[src/rtl/ahb_lite_sram_slave.sv]
// AHB-Lite word-addressed SRAM slave with programmable wait states and pipelined transfers.
// Define AHB_LITE_ERR_RESP_EN to answer out-of-range addresses with a two-cycle ERROR response.
module ahb_lite_sram_slave #(
    parameter int ADDR_WIDTH  = 8,
    parameter int DATA_WIDTH  = 8,
    parameter int DEPTH       = 16,
    parameter int WAIT_STATES = 0
) (
    input  logic                  clock,
    input  logic                  reset_n,
    input  logic                  sel,
    input  logic                  write,
    input  logic [1:0]            trans,
    input  logic [ADDR_WIDTH-1:0] addr,
    input  logic [DATA_WIDTH-1:0] wdata,
    input  logic                  ready,
    output logic                  readyout,
    output logic                  resp,
    output logic [DATA_WIDTH-1:0] rdata
);

    localparam int CNT_W = (WAIT_STATES > 0) ? $clog2(WAIT_STATES + 1) : 1;
    localparam int IDX_W = (DEPTH > 1) ? $clog2(DEPTH) : 1;

    localparam logic [CNT_W-1:0]    WAIT_LOAD   = WAIT_STATES[CNT_W-1:0];
    localparam logic [ADDR_WIDTH:0] DEPTH_LIMIT = DEPTH[ADDR_WIDTH:0];
    localparam logic [1:0]          TRANS_NONSEQ = 2'b10;
    localparam logic [1:0]          TRANS_SEQ    = 2'b11;

    typedef enum logic [1:0] {
        S_IDLE,
        S_WAIT,
        S_ERR1,
        S_ERR2
    } state_t;

    state_t                  state;
    state_t                  state_next;
    logic [CNT_W-1:0]        wait_cnt;
    logic [CNT_W-1:0]        wait_cnt_next;

    // Data-phase context captured from the accepted address phase.
    logic                    dp_valid;
    logic                    dp_write;
    logic                    dp_oor;
    logic [IDX_W-1:0]        dp_idx;

    logic [DATA_WIDTH-1:0]   mem [DEPTH];

    logic                    accept;
    logic                    addr_oor;
    logic                    err_path;
    logic                    completing;

    assign readyout = (state == S_IDLE) || (state == S_ERR2);
    assign accept   = sel && ((trans == TRANS_NONSEQ) || (trans == TRANS_SEQ)) && ready && readyout;
    assign addr_oor = {1'b0, addr} >= DEPTH_LIMIT;

    // A data phase completes with OKAY only in IDLE; out-of-range ones never touch storage.
    assign completing = (state == S_IDLE) && dp_valid && !dp_oor;

`ifdef AHB_LITE_ERR_RESP_EN
    assign err_path = addr_oor;
    assign resp     = (state == S_ERR1) || (state == S_ERR2);
`else
    assign err_path = 1'b0;
    assign resp     = 1'b0;
`endif

    assign rdata = (completing && !dp_write) ? mem[dp_idx] : '0;

    // NOTE: every output of this block gets a default first so no path leaves one unassigned (no latches).
    always_comb begin
        state_next    = state;
        wait_cnt_next = wait_cnt;
        case (state)
            S_IDLE, S_ERR2: begin
                state_next = S_IDLE;
                if (accept) begin
                    wait_cnt_next = WAIT_LOAD;
                    if (err_path) begin
                        state_next = S_ERR1;
                    end else if (WAIT_STATES > 0) begin
                        state_next = S_WAIT;
                    end
                end
            end
            S_WAIT: begin
                wait_cnt_next = wait_cnt - 1'b1;
                if (wait_cnt_next == '0) begin
                    state_next = S_IDLE;
                end
            end
            S_ERR1: begin
                state_next = S_ERR2;
            end
            default: begin
                state_next = S_IDLE;
            end
        endcase
    end

    // NOTE: sequential state uses non-blocking assignments so every register samples pre-edge values.
    always_ff @(posedge clock or negedge reset_n) begin
        if (!reset_n) begin
            state    <= S_IDLE;
            wait_cnt <= '0;
            dp_valid <= 1'b0;
            dp_write <= 1'b0;
            dp_oor   <= 1'b0;
            dp_idx   <= '0;
        end else begin
            state    <= state_next;
            wait_cnt <= wait_cnt_next;
            if (readyout) begin
                dp_valid <= accept;
                dp_write <= write;
                dp_oor   <= addr_oor;
                dp_idx   <= addr[IDX_W-1:0];
            end
        end
    end

    // NOTE: storage is deliberately cleared by reset, so it is built from flops rather than an SRAM macro.
    always_ff @(posedge clock or negedge reset_n) begin
        if (!reset_n) begin
            for (int i = 0; i < DEPTH; i++) begin
                mem[i] <= '0;
            end
        end else if (completing && dp_write) begin
            mem[dp_idx] <= wdata;
        end
    end

endmodule

[config.mk]
export PLATFORM = sky130hd
export DESIGN_NAME = ahb_lite_sram_slave
export DESIGN_NICKNAME = d
export VERILOG_FILES = /design/src/rtl/ahb_lite_sram_slave.sv
export SDC_FILE = /design/constraint.sdc
export NUM_CORES = 1
export LEC_CHECK = 0
export CORE_MARGIN = 3
export CORE_UTILIZATION = 54
export DETAILED_ROUTE_END_ITERATION = 8
export HOLD_SLACK_MARGIN = 0.05
export PLACE_DENSITY = 0.75
export SLEW_MARGIN = 20
export SYNTH_ARGS = -nofsm -noshare
export SYNTH_HDL_FRONTEND = slang
export SYNTH_SLANG_ARGS = --single-unit
[constraint.sdc]
create_clock -name clock -period 1.7 [get_ports clock]
set_input_delay 0.255 -clock clock [delete_from_list [all_inputs] [get_ports clock]]
set_output_delay 0.255 -clock clock [all_outputs]
set_load 0.03 [all_outputs]
Word-level counts from Yosys, hierarchy flattened
Cells that the tools add are included.
W data, S select, Z words.
{"block": "op_classes", "n_eq_ne": 7, "addsub": 1, "bitwise_logic": 1, "n_reduce_logical": 16, "mux": 11, "order_cmp": 3}
{"operator": "$bwmux W128", "count": 1}
{"operator": "$bmux W8 S4", "count": 1}
{"operator": "$demux W8 S4", "count": 1}
{"operator": "$mux W8", "count": 4}
{"operator": "$eq A2 B2 Y1 const B", "count": 4}
{"operator": "$ge A8 B5 Y1 const B", "count": 1}
{"operator": "$logic_and A1 B1 Y1", "count": 8}
{"operator": "$pmux W2 S3", "count": 1}
{"operator": "$ge A5 B5 Y1 const B", "count": 1}
{"operator": "$lt A5 B1 Y1 const B", "count": 1}
{"operator": "$not A4 Y5", "count": 1}
{"operator": "$ne A2 B2 Y1 const B", "count": 2}
{"operator": "$eq A2 B1 Y1 const B", "count": 1}
{"operator": "$logic_not A1 Y1", "count": 2}
{"operator": "$logic_not A2 Y1", "count": 1}
{"operator": "$logic_or A1 B1 Y1", "count": 2}
{"operator": "$mux W2", "count": 1}
{"operator": "$pmux W1 S2", "count": 1}
{"operator": "$reduce_and A2 Y1", "count": 1}
{"operator": "$reduce_bool A2 Y1", "count": 1}
{"operator": "$reduce_or A2 Y1", "count": 1}
{"operator": "$mux W1", "count": 1}
{"operator": "$sub A1 B1 Y1 const B", "count": 1}
{"block": "totals", "reg_bits": 138, "out_inout_bits": 10, "inputBits": 23}

Longest topological paths before layout
{"block": "depth", "ltp_word": 7, "depth_mapped": 5, "depth_no_buf": 3}

Least setup slack after synthesis
No wires, ideal clock.
{"block": "synth_path", "path_type": "flip-flop to output port", "from": "register dp_idx[0]", "to": "output rdata[1]", "t_required_ps": 1445, "path_stages_with_launch": 6, "n_path_buf": 2, "arrival_ps": 1600, "setup_slack_ps": -155, "path_cell_list": "dfrtp_1 > buf_6 > buf_6 > mux4_2 > nand3_1 > nand4_1"}
{"block": "synth_via", "elab_chain_cells": 5}
{"item": "start: declaration", "line": "46", "source": "logic [IDX_W-1:0] dp_idx;"}
{"item": "start signal: assignment", "line": "119", "source": "dp_idx <= addr[IDX_W-1:0];"}
{"item": "$not A4 Y5 (not written as such)", "line": "70", "source": "assign rdata = (completing && !dp_write) ? mem[dp_idx] : '0;"}
{"item": "$bmux W8 S4", "line": "70"}
{"item": "$mux W8 (not written as such) (2 in series)", "line": "70"}
{"item": "$mux W8", "line": "70"}
{"item": "end: declaration", "line": "19", "source": "output logic [DATA_WIDTH-1:0] rdata"}
Every way passes these cells. The select of a mux whose other input is x is not followed.

Final worst setup path
{"block": "layout_path", "from": "register dp_idx[0]", "to": "output rdata[3]"}
Same word-level chain as after synthesis.

==> metrics.md <==
| Metric | Value |
|---|---|
| Worst setup path class | flop to output port |
| Leak | 3.48 nW |
| Post-synth EDFFs | 0 |
| Rel. slew slack | 58.3% |
| Post-Synth Simple-Gate Area | 8.71% |
| Starting Density | 56.4% |
| Depth of the most critical reg-to-reg path | 5 |
| Power Dens Cells | 962 nW/um^2 |
| CTS root buf | clkbuf_16 |
| Syn_area_per_cell | 15.7 sq um |
| Required @ worst endpoint | 1.44 ns |
| Initial antenna violation count | 0 |
| HP Start | addr[3] |
| Synth Area in Compound Gates | 0% |
| CTS tree | done |
| Mapped Cells | 397 |
| FMAX | 0.428 GHz |
| Nets | 484 |
| Hold Vio Cnt, Final | 0 |
| Gr usage total | 23.8% |
| Hold Crit Class | input pin to flop |
| Hold path endpoint | dp_idx[3] |
| Cell Area, Synth | 6250 sq um |
| Critical path peak fanout | 13 |
| Top cell type's share of synthesized area | 54.1% |
| Top_reg_cell synth | dfrtp_1 |
| # rows | 38 |
| CTS sink count | 135 |
| IO Count | 33 |
| Hold path cells | 1 |
| CP Capture Type | output port |
| Worst Clk Skew | 0.00606 ns |
| Die area | 12900 sq um |
| Gpl congestion | 0.785 |
| Area after DPL | 7010 sq um |
| Share of cells above drive strength 1 | 61.6% |
| Failing checks | setup timing |
| RSZ-0062 raised after global routing | yes |
| Port buffer count | 29 |
| H-Tree Depth | 4 |
| Critical Path AT | 2.08 ns |
| Max Cap Viol | 0 |
| Width of the die | 114 um |
| Largest net degree at the start of global routing | 42 |
| Inserted Diodes | 0 |
| Met3 WL | 570 um |
| Distinct cells, synth | 27 |
| Mapped Nets | 420 |
| Area Growth Syn to Fin | 28.8% |
| DRC | 0 |
| Largest family of logic cells by synthesized area | multiplexers |
| Min Clock Period, post-route | 2.34 ns |
| Synth Area in XOR/XNOR | 0% |
| Final period util | 137% |
| Fin worst setup slack | -0.636 ns |
| Top-count cell post-synth | dfrtp_1 |
| Routed met1 length | 6310 um |
| Max-slew violations | 0 |
| Startpoint class of the critical path | flop |
| Cell types occupying the most area after synthesis | dfrtp_1 (54%), mux2_2 (23%), mux4_2 (12%) |
| Share of synthesized registers carrying an async set or reset | 100% |
| Vias in the first global route | 4084 |
| Worst VDD drop | 0.944 mV |
| DR pass1 iterations | 5 |
| Mux cell area share after synthesis | 34.6% |
| Core outline area | 11100 sq um |
| R2R Path End | mem[30] |
| Synth area leader | dfrtp_1 |
| Clock transition at the registers of the reported paths | 0.06 ns |
| First-pass GRT wire length | 22900 um |
| Total number of vias | 3717 |
| Clk Latency, worst-skew pair | 0.43 ns |
| Fin area | 8040 sq um |
| Yosys reg bits | 135 |
| Clock tree buffer depth | 2 |
| YS warnings | 0 |
| DR vias/cell | 6.05 |
| Setup slack, reg-to-reg | -0.09 ns |
| Total negative slack | -8.20 ns |
| Final hold slack | 0.263 ns |
| Commonest cells post-synth | dfrtp_1 (135), mux2_2 (128), mux4_2 (32), nand3_1 (32), clkbuf_1 (14) |
| Die Ht | 114 um |
| WL met2 | 7130 um |
| Pre-CTS setup slack | -0.170 ns |
| Endpoints failing setup | 62 |
| Top sig layer | met4 |
| Detailed Place HPWL | 9100 um |
| Final wirelength | 14200 um |
| Slew @ Worst Pin | 0.624 ns |
| Initial drt markers | 240 |
| Fill cell count | 697 |
| Drt wl/cell | 23.1 um |
| Grt ovf | 0 |
| CTS buffer count | 17 |
| Outcome | complete, but fails checks |
| Core Util, Final | 72.6% |
| Post-route ant nets | 0 |
| Sequential area share after synthesis | 54.1% |
| Post-Synth Adder-Cell Area | 0% |
| FF-to-FF Start | dp_idx[0] |
## how the worst max path moves through the flow
stage                          from       end  slack [ns]  cells after the start
after global routing      dp_idx[0]  rdata[3]       -0.71                      5
after detailed placement  dp_idx[0]  rdata[5]       -0.17                      5
after CTS                 dp_idx[0]  rdata[6]       -0.63                      5
after floorplan           dp_idx[0]  rdata[0]       -0.12                      4
final                     dp_idx[0]  rdata[3]       -0.64                      5
after global placement    dp_idx[0]  rdata[3]       -0.17                      5
## layout by cell type, fill, tap and decap left out, drive strengths merged, types with 4 or more instances in the layout
cell | Yosys | layout
buf | 16 | 54
clkbuf | 14 | 20
clkdlybuf4s50 | 0 | 20
clkinv | 0 | 4
clkinvlp | 0 | 4
dfrtp | 135 | 135
mux2 | 128 | 128
mux4 | 32 | 32
nand3 | 40 | 40
nand4 | 8 | 8
nor3 | 6 | 6
## power breakdown
part           internal (W)  total (W)  switching [W]  leakage (nW)
Clock               0.00241    0.00381        0.00140         0.294
Combinational      0.000270   0.000541       0.000271          1.47
Sequential          0.00331    0.00338      0.0000657          1.71
## logic make-up after synthesis
group,count (synthesis)
buffers and inverters,30
flip-flops,135
multiplexers,160
other,2
AND/OR/NAND/NOR,70
## state kept, by name, indices dropped and copies added (netlist names)
name	flops
mem	128
dp_valid	1
dp_idx	4
dp_oor	1
dp_write	1
## worst max-delay path, cell delays in order, from the launching register on
cell and delay, ns:
dfrtp_4 0.49, buf_12 0.19, mux4_2 0.53, nand3_1 0.12, nand4_1 0.14, buf_6 0.18
## layout make-up
class                      instances  area (sq um)  area share [%]
clock buffer                      20           467            5.80
multi-input combinational        232          3010            37.5
tap                              140           175            2.18
clock inverter                    12           149            1.85
timing repair buffer              75           850            10.6
sequential                       135          3390            42.1
## repair_timing
action                     4_1_cts  5_1_grt
hold endpoints to repair        38        0
hold buffers                     1        0
pin swaps                        8       12
gates resized for setup         56       32
buffers inserted                 0        4
cloned                           0        0
setup endpoints to repair       66      107
## routing by layer
metal  up-vias  global-route usage, %
li1       1619                      -
met1      1991                   32.7
met2        85                   36.7
met3        22                   6.21
met4         0                   9.21
met5         -                      0
## metrics by stage
| step | power (W) | std cells |
|---|---|---|
| global placement | 0.00392 | 577 |
| CTS | 0.00777 | 610 |
| finish | 0.00773 | 614 |
| detailed placement | 0.00394 | 577 |
| floorplan | 0.00369 | 397 |
| global route | 0.00800 | 614 |
No activity file was read; power rests on OpenSTA's default activity.
